<file path="config.mk">
export PLATFORM = sky130hd
export DESIGN_NAME = dcache_mem_stage
export DESIGN_NICKNAME = d
export VERILOG_FILES = /design/src/rtl/dcache_mem_stage.sv
export SDC_FILE = /design/constraint.sdc
export NUM_CORES = 2
export LEC_CHECK = 0
export BUFFER_PORTS_ARGS = -buffer_cell sky130_fd_sc_hd__buf_2
export CELL_PAD_IN_SITES_DETAIL_PLACEMENT = 1
export CELL_PAD_IN_SITES_GLOBAL_PLACEMENT = 2
export CORE_MARGIN = 2
export CORE_UTILIZATION = 40
export DETAILED_ROUTE_END_ITERATION = 16
export HOLD_SLACK_MARGIN = 0.1
export PLACE_DENSITY = 0.78
export SLEW_MARGIN = 20
export SYNTH_ARGS = -nofsm -noshare
export SYNTH_HDL_FRONTEND = slang
export SYNTH_SLANG_ARGS = --single-unit
</file>
<file path="constraint.sdc">
create_clock -name clk -period 3.48 [get_ports clk]
set_clock_uncertainty 0.1 [all_clocks]
set_input_delay 0.174 -clock clk [delete_from_list [all_inputs] [get_ports clk]]
set_output_delay 0.174 -clock clk [all_outputs]
set_load 0.02 [all_outputs]
</file>
<file path="src/rtl/dcache_mem_stage.sv">
// Direct-mapped write-back, write-allocate data cache between the ALU and writeback stages.
// Optional hit/miss counters are compiled in when DCACHE_STATS_EN is defined.
module dcache_mem_stage #(
    parameter int unsigned ARCH_BITS        = 32,
    parameter int unsigned MEMORY_LINE_BITS = 128,
    parameter int unsigned LINES            = 4,
    parameter int unsigned INDEX_BITS       = 2
) (
    input  logic                        clk,
    input  logic                        rst,
    input  logic                        reqValid,
    input  logic                        reqWrite,
    input  logic                        reqByte,
    input  logic [ARCH_BITS-1:0]        reqAddr,
    input  logic [ARCH_BITS-1:0]        reqWData,
    output logic [ARCH_BITS-1:0]        rData,
    output logic                        rDataValid,
    output logic                        stall,
    output logic [ARCH_BITS-1:0]        memReadAddr,
    output logic                        memReadReq,
    input  logic [MEMORY_LINE_BITS-1:0] memData,
    input  logic                        memDataValid,
    output logic [ARCH_BITS-1:0]        memWriteAddr,
    output logic [MEMORY_LINE_BITS-1:0] memWriteData,
    output logic                        memWriteReq,
    input  logic                        memWriteDone,
    output logic [31:0]                 hitCount,
    output logic [31:0]                 missCount
);
    localparam int unsigned OffBits = 4;
    localparam int unsigned TagBits = ARCH_BITS - OffBits - INDEX_BITS;

    typedef enum logic [1:0] {StIdle, StWriteback, StRefill} state_e;

    state_e                      state_q;
    logic                        valid_q [LINES];
    logic                        dirty_q [LINES];
    logic [TagBits-1:0]          tag_q   [LINES];
    logic [MEMORY_LINE_BITS-1:0] data_q  [LINES];
    logic [INDEX_BITS-1:0]       miss_idx_q;
    logic [TagBits-1:0]          miss_tag_q;
    logic                        mem_read_req_q, mem_write_req_q;
    logic [ARCH_BITS-1:0]        mem_read_addr_q, mem_write_addr_q;
    logic [MEMORY_LINE_BITS-1:0] mem_write_data_q;

    logic [INDEX_BITS-1:0]       idx;
    logic [TagBits-1:0]          tag;
    logic                        hit, miss;
    logic [6:0]                  word_off, byte_off;
    logic [MEMORY_LINE_BITS-1:0] cur_line, store_line;

    assign idx      = reqAddr[OffBits +: INDEX_BITS];
    assign tag      = reqAddr[ARCH_BITS-1 -: TagBits];
    assign word_off = {reqAddr[3:2], 5'b0};
    assign byte_off = {reqAddr[3:0], 3'b0};
    assign cur_line = data_q[idx];

    // Lookups only happen in IDLE; any other state is already stalling the pipe.
    assign hit  = (state_q == StIdle) && reqValid && valid_q[idx] && (tag_q[idx] == tag);
    assign miss = (state_q == StIdle) && reqValid && !hit;

    assign rDataValid = hit;
    assign stall      = (state_q != StIdle) || miss;

    always_comb begin
        rData      = '0;
        store_line = cur_line;
        if (hit && !reqWrite) begin
            rData = reqByte ? {{(ARCH_BITS-8){1'b0}}, cur_line[byte_off +: 8]}
                            : cur_line[word_off +: ARCH_BITS];
        end
        if (reqByte) begin
            store_line[byte_off +: 8] = reqWData[7:0];
        end else begin
            store_line[word_off +: ARCH_BITS] = reqWData;
        end
    end

    always_ff @(posedge clk or negedge rst) begin
        if (!rst) begin
            state_q          <= StIdle;
            miss_idx_q       <= '0;
            miss_tag_q       <= '0;
            mem_read_req_q   <= 1'b0;
            mem_write_req_q  <= 1'b0;
            mem_read_addr_q  <= '0;
            mem_write_addr_q <= '0;
            mem_write_data_q <= '0;
            for (int i = 0; i < LINES; i++) begin
                valid_q[i] <= 1'b0;
                dirty_q[i] <= 1'b0;
                tag_q[i]   <= '0;
                data_q[i]  <= '0;
            end
        end else begin
            unique case (state_q)
                StIdle: begin
                    if (hit && reqWrite) begin
                        data_q[idx]  <= store_line;
                        dirty_q[idx] <= 1'b1;
                    end else if (miss) begin
                        miss_idx_q      <= idx;
                        miss_tag_q      <= tag;
                        mem_read_addr_q <= {tag, idx, 4'b0};
                        if (valid_q[idx] && dirty_q[idx]) begin
                            mem_write_addr_q <= {tag_q[idx], idx, 4'b0};
                            mem_write_data_q <= cur_line;
                            mem_write_req_q  <= 1'b1;
                            state_q          <= StWriteback;
                        end else begin
                            mem_read_req_q <= 1'b1;
                            state_q        <= StRefill;
                        end
                    end
                end
                StWriteback: begin
                    if (memWriteDone) begin
                        dirty_q[miss_idx_q] <= 1'b0;
                        mem_write_req_q     <= 1'b0;
                        mem_read_req_q      <= 1'b1;
                        state_q             <= StRefill;
                    end
                end
                StRefill: begin
                    // Uses the captured miss index/tag so a flushed request still installs.
                    if (memDataValid) begin
                        data_q[miss_idx_q]  <= memData;
                        valid_q[miss_idx_q] <= 1'b1;
                        dirty_q[miss_idx_q] <= 1'b0;
                        tag_q[miss_idx_q]   <= miss_tag_q;
                        mem_read_req_q      <= 1'b0;
                        state_q             <= StIdle;
                    end
                end
                default: state_q <= StIdle;
            endcase
        end
    end

    assign memReadReq   = mem_read_req_q;
    assign memWriteReq  = mem_write_req_q;
    assign memReadAddr  = mem_read_addr_q;
    assign memWriteAddr = mem_write_addr_q;
    assign memWriteData = mem_write_data_q;

`ifdef DCACHE_STATS_EN
    logic [31:0] hit_cnt_q, miss_cnt_q;

    always_ff @(posedge clk or negedge rst) begin
        if (!rst) begin
            hit_cnt_q  <= '0;
            miss_cnt_q <= '0;
        end else begin
            if (hit) hit_cnt_q <= hit_cnt_q + 32'd1;
            if (miss) miss_cnt_q <= miss_cnt_q + 32'd1;
        end
    end

    assign hitCount  = hit_cnt_q;
    assign missCount = miss_cnt_q;
`else
    assign hitCount  = '0;
    assign missCount = '0;
`endif

endmodule

</file>
==> summary.md <==
| Metric | Value |
|---|---|
| Status | `finished with violations` |
| Failing checks | `negative setup slack` |
| Ranking of synthesized cells by area | `dfrtp_1, mux4_2, o2bb2ai_1` |
| Area post-placement | `around 50000 µm²` |
| Least-Margin Pin Slew | `~930 ps` |
| Filler Cell Count | `between 10000 and 15000` |
| Initial antenna violation count | `30` |
| H-Tree Depth | `3` |
| Final hold vios | `0` |
| Synth cell types | `67` |
| Number of core rows | `around 120` |
| Critical path peak fanout | `4` |
| Commonest non-fill, non-tap cell in the layout | `dfrtp_1` |
| Syn avg cell area | `12.1 µm²` |
| R2R cell count | `10` |
| Max Cap Violations | `0` |
| Port Buffer Count | `around 420` |
| # nets final | `4497` |
| Final Cycle Share | `1.19` |
| First-pass GRT wire length | `around 300 mm` |
| Post-synthesis to final-layout area growth | `24.9%` |
| GP Congestion | `~1` |
| Placed wire-length estimate | `141 mm` |
| Hold Path End | `memWriteAddr[19]$_DFFE_PN0P_` |
| Flops & latches, synth | `just over 800` |
| Fin area | `roughly 55000 µm²` |
| Yosys top cell by area | `dfrtp_1` |
| R2r setup slk | `about 200 ps` |
| Setup CP Type | `flop to output port` |
| Layout cells sized above 1 | `0.338` |
| Hold path start | `reqAddr[4]` |
| P_leak | `22.6 nW` |
| Worst r2r src | `tag_q[19]$_DFFE_PN0P_` |
| Final WS setup | `-677 ps` |
| Final antenna-violating net count | `0` |
| Commonest non-fill, non-tap cells in the layout | `dfrtp_1, a22oi_1, o2bb2ai_1` |
| Pre-CTS setup slack | `-144 ps` |
| Finish-stage setup viols | `32` |
| Mapped Area | `around 44000 µm²` |
| CP required | `~3200 ps` |
| Total grt overflow | `0` |
| Clock Sinks | `a little over 800` |
| Largest net degree at the start of global routing | `between 100 and 150` |
| Number of global-route vias before repair | `39920` |
| Synth Instances | `roughly 3600` |
| Via density | `~6.8` |
| Commonest register cell after synthesis | `dfrtp_1` |
| Minimum clock period | `4160 ps` |
| Die ar. | `~110000 µm²` |
| RSZ-0062 raised after global routing | `true` |
| First-pass detailed-route iteration total | `6` |
| Vias post-DR | `39949` |
| CP Launch Type | `flop` |
| Hold WC Path Type | `input port to flop` |
| Pwr dens | `a little over 900 nW/µm²` |
| CTS tree | `yes` |
| VDD IR-drop max | `~0.00056 V` |
| Reg-to-reg endpoint | `data_q[329]$_DFFE_PN0P_` |
| Clock slew at reported path FFs | `roughly 60 ps` |
| Asr flop ratio synth | `1.00` |
| Overall Global Routing Usage | `0.367` |
| I/O pin total | `approximately 490` |
| Clock root buffer | `clkbuf_16` |
| DR WL/cell | `~36 µm` |
| Clock Path Buffers | `3` |
| Rel. slew slack | `0.381` |
| EDFF count, synth | `0` |
| CP endpoint kind | `output port` |
| Pins over their slew limit | `0` |
| Worst Hold Path Cells | `5` |
| Top cell type's share of synthesized area | `0.461` |
| Core area | `109000 µm²` |
| Residual DRC | `0` |
| Post-synthesis sequential area ratio | `0.461` |
| Die H | `between 300 and 400 µm` |
| Fmax | `241 MHz` |
| Clock buffer count from CTS | `a little over 90` |
| Synth Warn # | `0` |
| DRT iter0 DRCs | `slightly above 5000` |
| Starting Density | `0.404` |
| WP data arrival | `between 3000 and 4000 ps` |
| Die W | `between 300 and 400 µm` |
| Insertion delay to the later sink of the worst-skew pair | `slightly below 700 ps` |
| DRT Wirelength | `around 210 mm` |
-- critical path, cell delays in order (launching register included) --
cell and delay (ps):
dfrtp_1 390, mux4_2 520, xnor2_2 150, buf_4 160, nand4_1 90, or4_4 530, or3_1 330, buf_6 160
or2_4 350, buf_6 170, a311oi_2 180, buf_4 180
-- logic make-up (layout without fill, tap and decap cells) --
| kind of cell | after synthesis | after routing | synth area share |
|---|---|---|---|
| AND/OR/NAND/NOR | 274 | 274 | 0.0292 |
| multiplexers | 594 | 594 | 0.201 |
| flip-flops | 812 | 812 | 0.461 |
| adder cells (fa/ha/maj) | 12 | 12 | 0.00341 |
| XOR/XNOR | 24 | 24 | 0.00477 |
| AO/OA/AOI/OAI | 1420 | 1420 | 0.249 |
| buffers and inverters | 495 | 1151 | 0.0514 |
| other | 1 | 80 | 0.0000851 |
-- through the flow --
step           std cells  total power [mW]   util  hold slack, ps  setup TNS (ps)
2_1_floorplan       3703              29.3      -            -222               0
3_3_place_gp        5483              39.4  0.455             212           -1590
3_5_place_dp        5483              40.1  0.455             198           -2670
4_1_cts             5833              50.4  0.502             108          -20010
5_1_grt             5838              53.1  0.504             165          -20440
6_report            5843              51.4  0.504             123          -17300
-- what timing repair did --
item	in CTS	in global routing
hold endpoints to repair	958	0
resized for setup	77	49
pin swaps	7	7
hold buffers	177	0
setup buffers	5	6
gates cloned	1	0
endpoints found under the setup margin	33	369
-- Yosys cell counts, types with 3 or more instances --
cell type / number
dfrtp_1: 812
a22oi_1: 515
o2bb2ai_1: 512
clkbuf_1: 308
mux2_2: 266
mux4_2: 205
a21oi_1: 201
a221oi_1: 130
mux2i_1: 108
nor2_1: 96
nand2_1: 77
buf_4: 74
buf_2: 53
inv_1: 27
nor2b_1: 26
nand3_1: 24
o21ai_0: 24
buf_1: 21
xnor2_1: 21
mux2_1: 13
ha_1: 12
nor3_1: 9
buf_6: 7
nand2b_1: 7
and3_1: 5
nand4_1: 5
o21bai_1: 4
a311oi_2: 3
a31oi_1: 3
o211ai_1: 3
o22ai_1: 3
o32a_1: 3
or2_2: 3
or3_1: 3
or4_1: 3
xor2_1: 3
-- final cells by class --
| type | instances | area [µm²] | area share |
|---|---|---|---|
| Tap cell | 1476 | 1850 | 0.0335 |
| Timing Repair Buffer | 953 | 7570 | 0.137 |
| Inverter | 31 | 116 | 0.00211 |
| Sequential cell | 812 | 20300 | 0.369 |
| Clock buffer | 132 | 2640 | 0.0480 |
| Antenna cell | 8 | 20.0 | 0.000364 |
| Multi-Input combinational cell | 2396 | 22200 | 0.403 |
| Clock inverter | 35 | 352 | 0.00638 |
-- sequential cells by signal, summed over array words and instances, names as in the netlist --
signal,count
memWriteReq,1
memWriteAddr,28
memReadReq,1
data_q,512
miss_idx_q,1
memReadAddr,1
tag_q,104
miss_tag_q,26
dirty_q,4
memWriteData,128
valid_q,4
state_q,2
-- worst max path at each step --
stage / slack, ps / from / endpoint / cells after the start
2_1_floorplan: 190 / state_q[0]$_DFFE_PN0P_ / rData[17] / 12
3_3_place_gp: -80 / reqAddr[5] / rData[15] / 12
3_5_place_dp: -140 / reqAddr[5] / rData[18] / 13
4_1_cts: -740 / tag_q[89]$_DFFE_PN0P_ / rData[25] / 11
5_1_grt: -790 / tag_q[28]$_DFFE_PN0P_ / rData[9] / 11
6_report: -680 / tag_q[28]$_DFFE_PN0P_ / rData[9] / 11
-- routing by layer --
layer / global-route usage / vias to the layer above / share of wire
li1: - / 15764 / -
met4: 0.183 / 30 / 0.061
met3: 0.112 / 603 / 0.12
met2: 0.536 / 2603 / 0.43
met5: 0 / - / 0.00095
met1: 0.494 / 20949 / 0.39
-- power by group --
group | total, mW | leakage, nW | switching [mW] | internal (mW)
clock network | 9.95 | 1.48 | 4.30 | 5.66
logic | 24.8 | 10.8 | 14.6 | 10.2
registers | 16.6 | 10.3 | 2.82 | 13.8
Power figures use the tool's default switching activity.
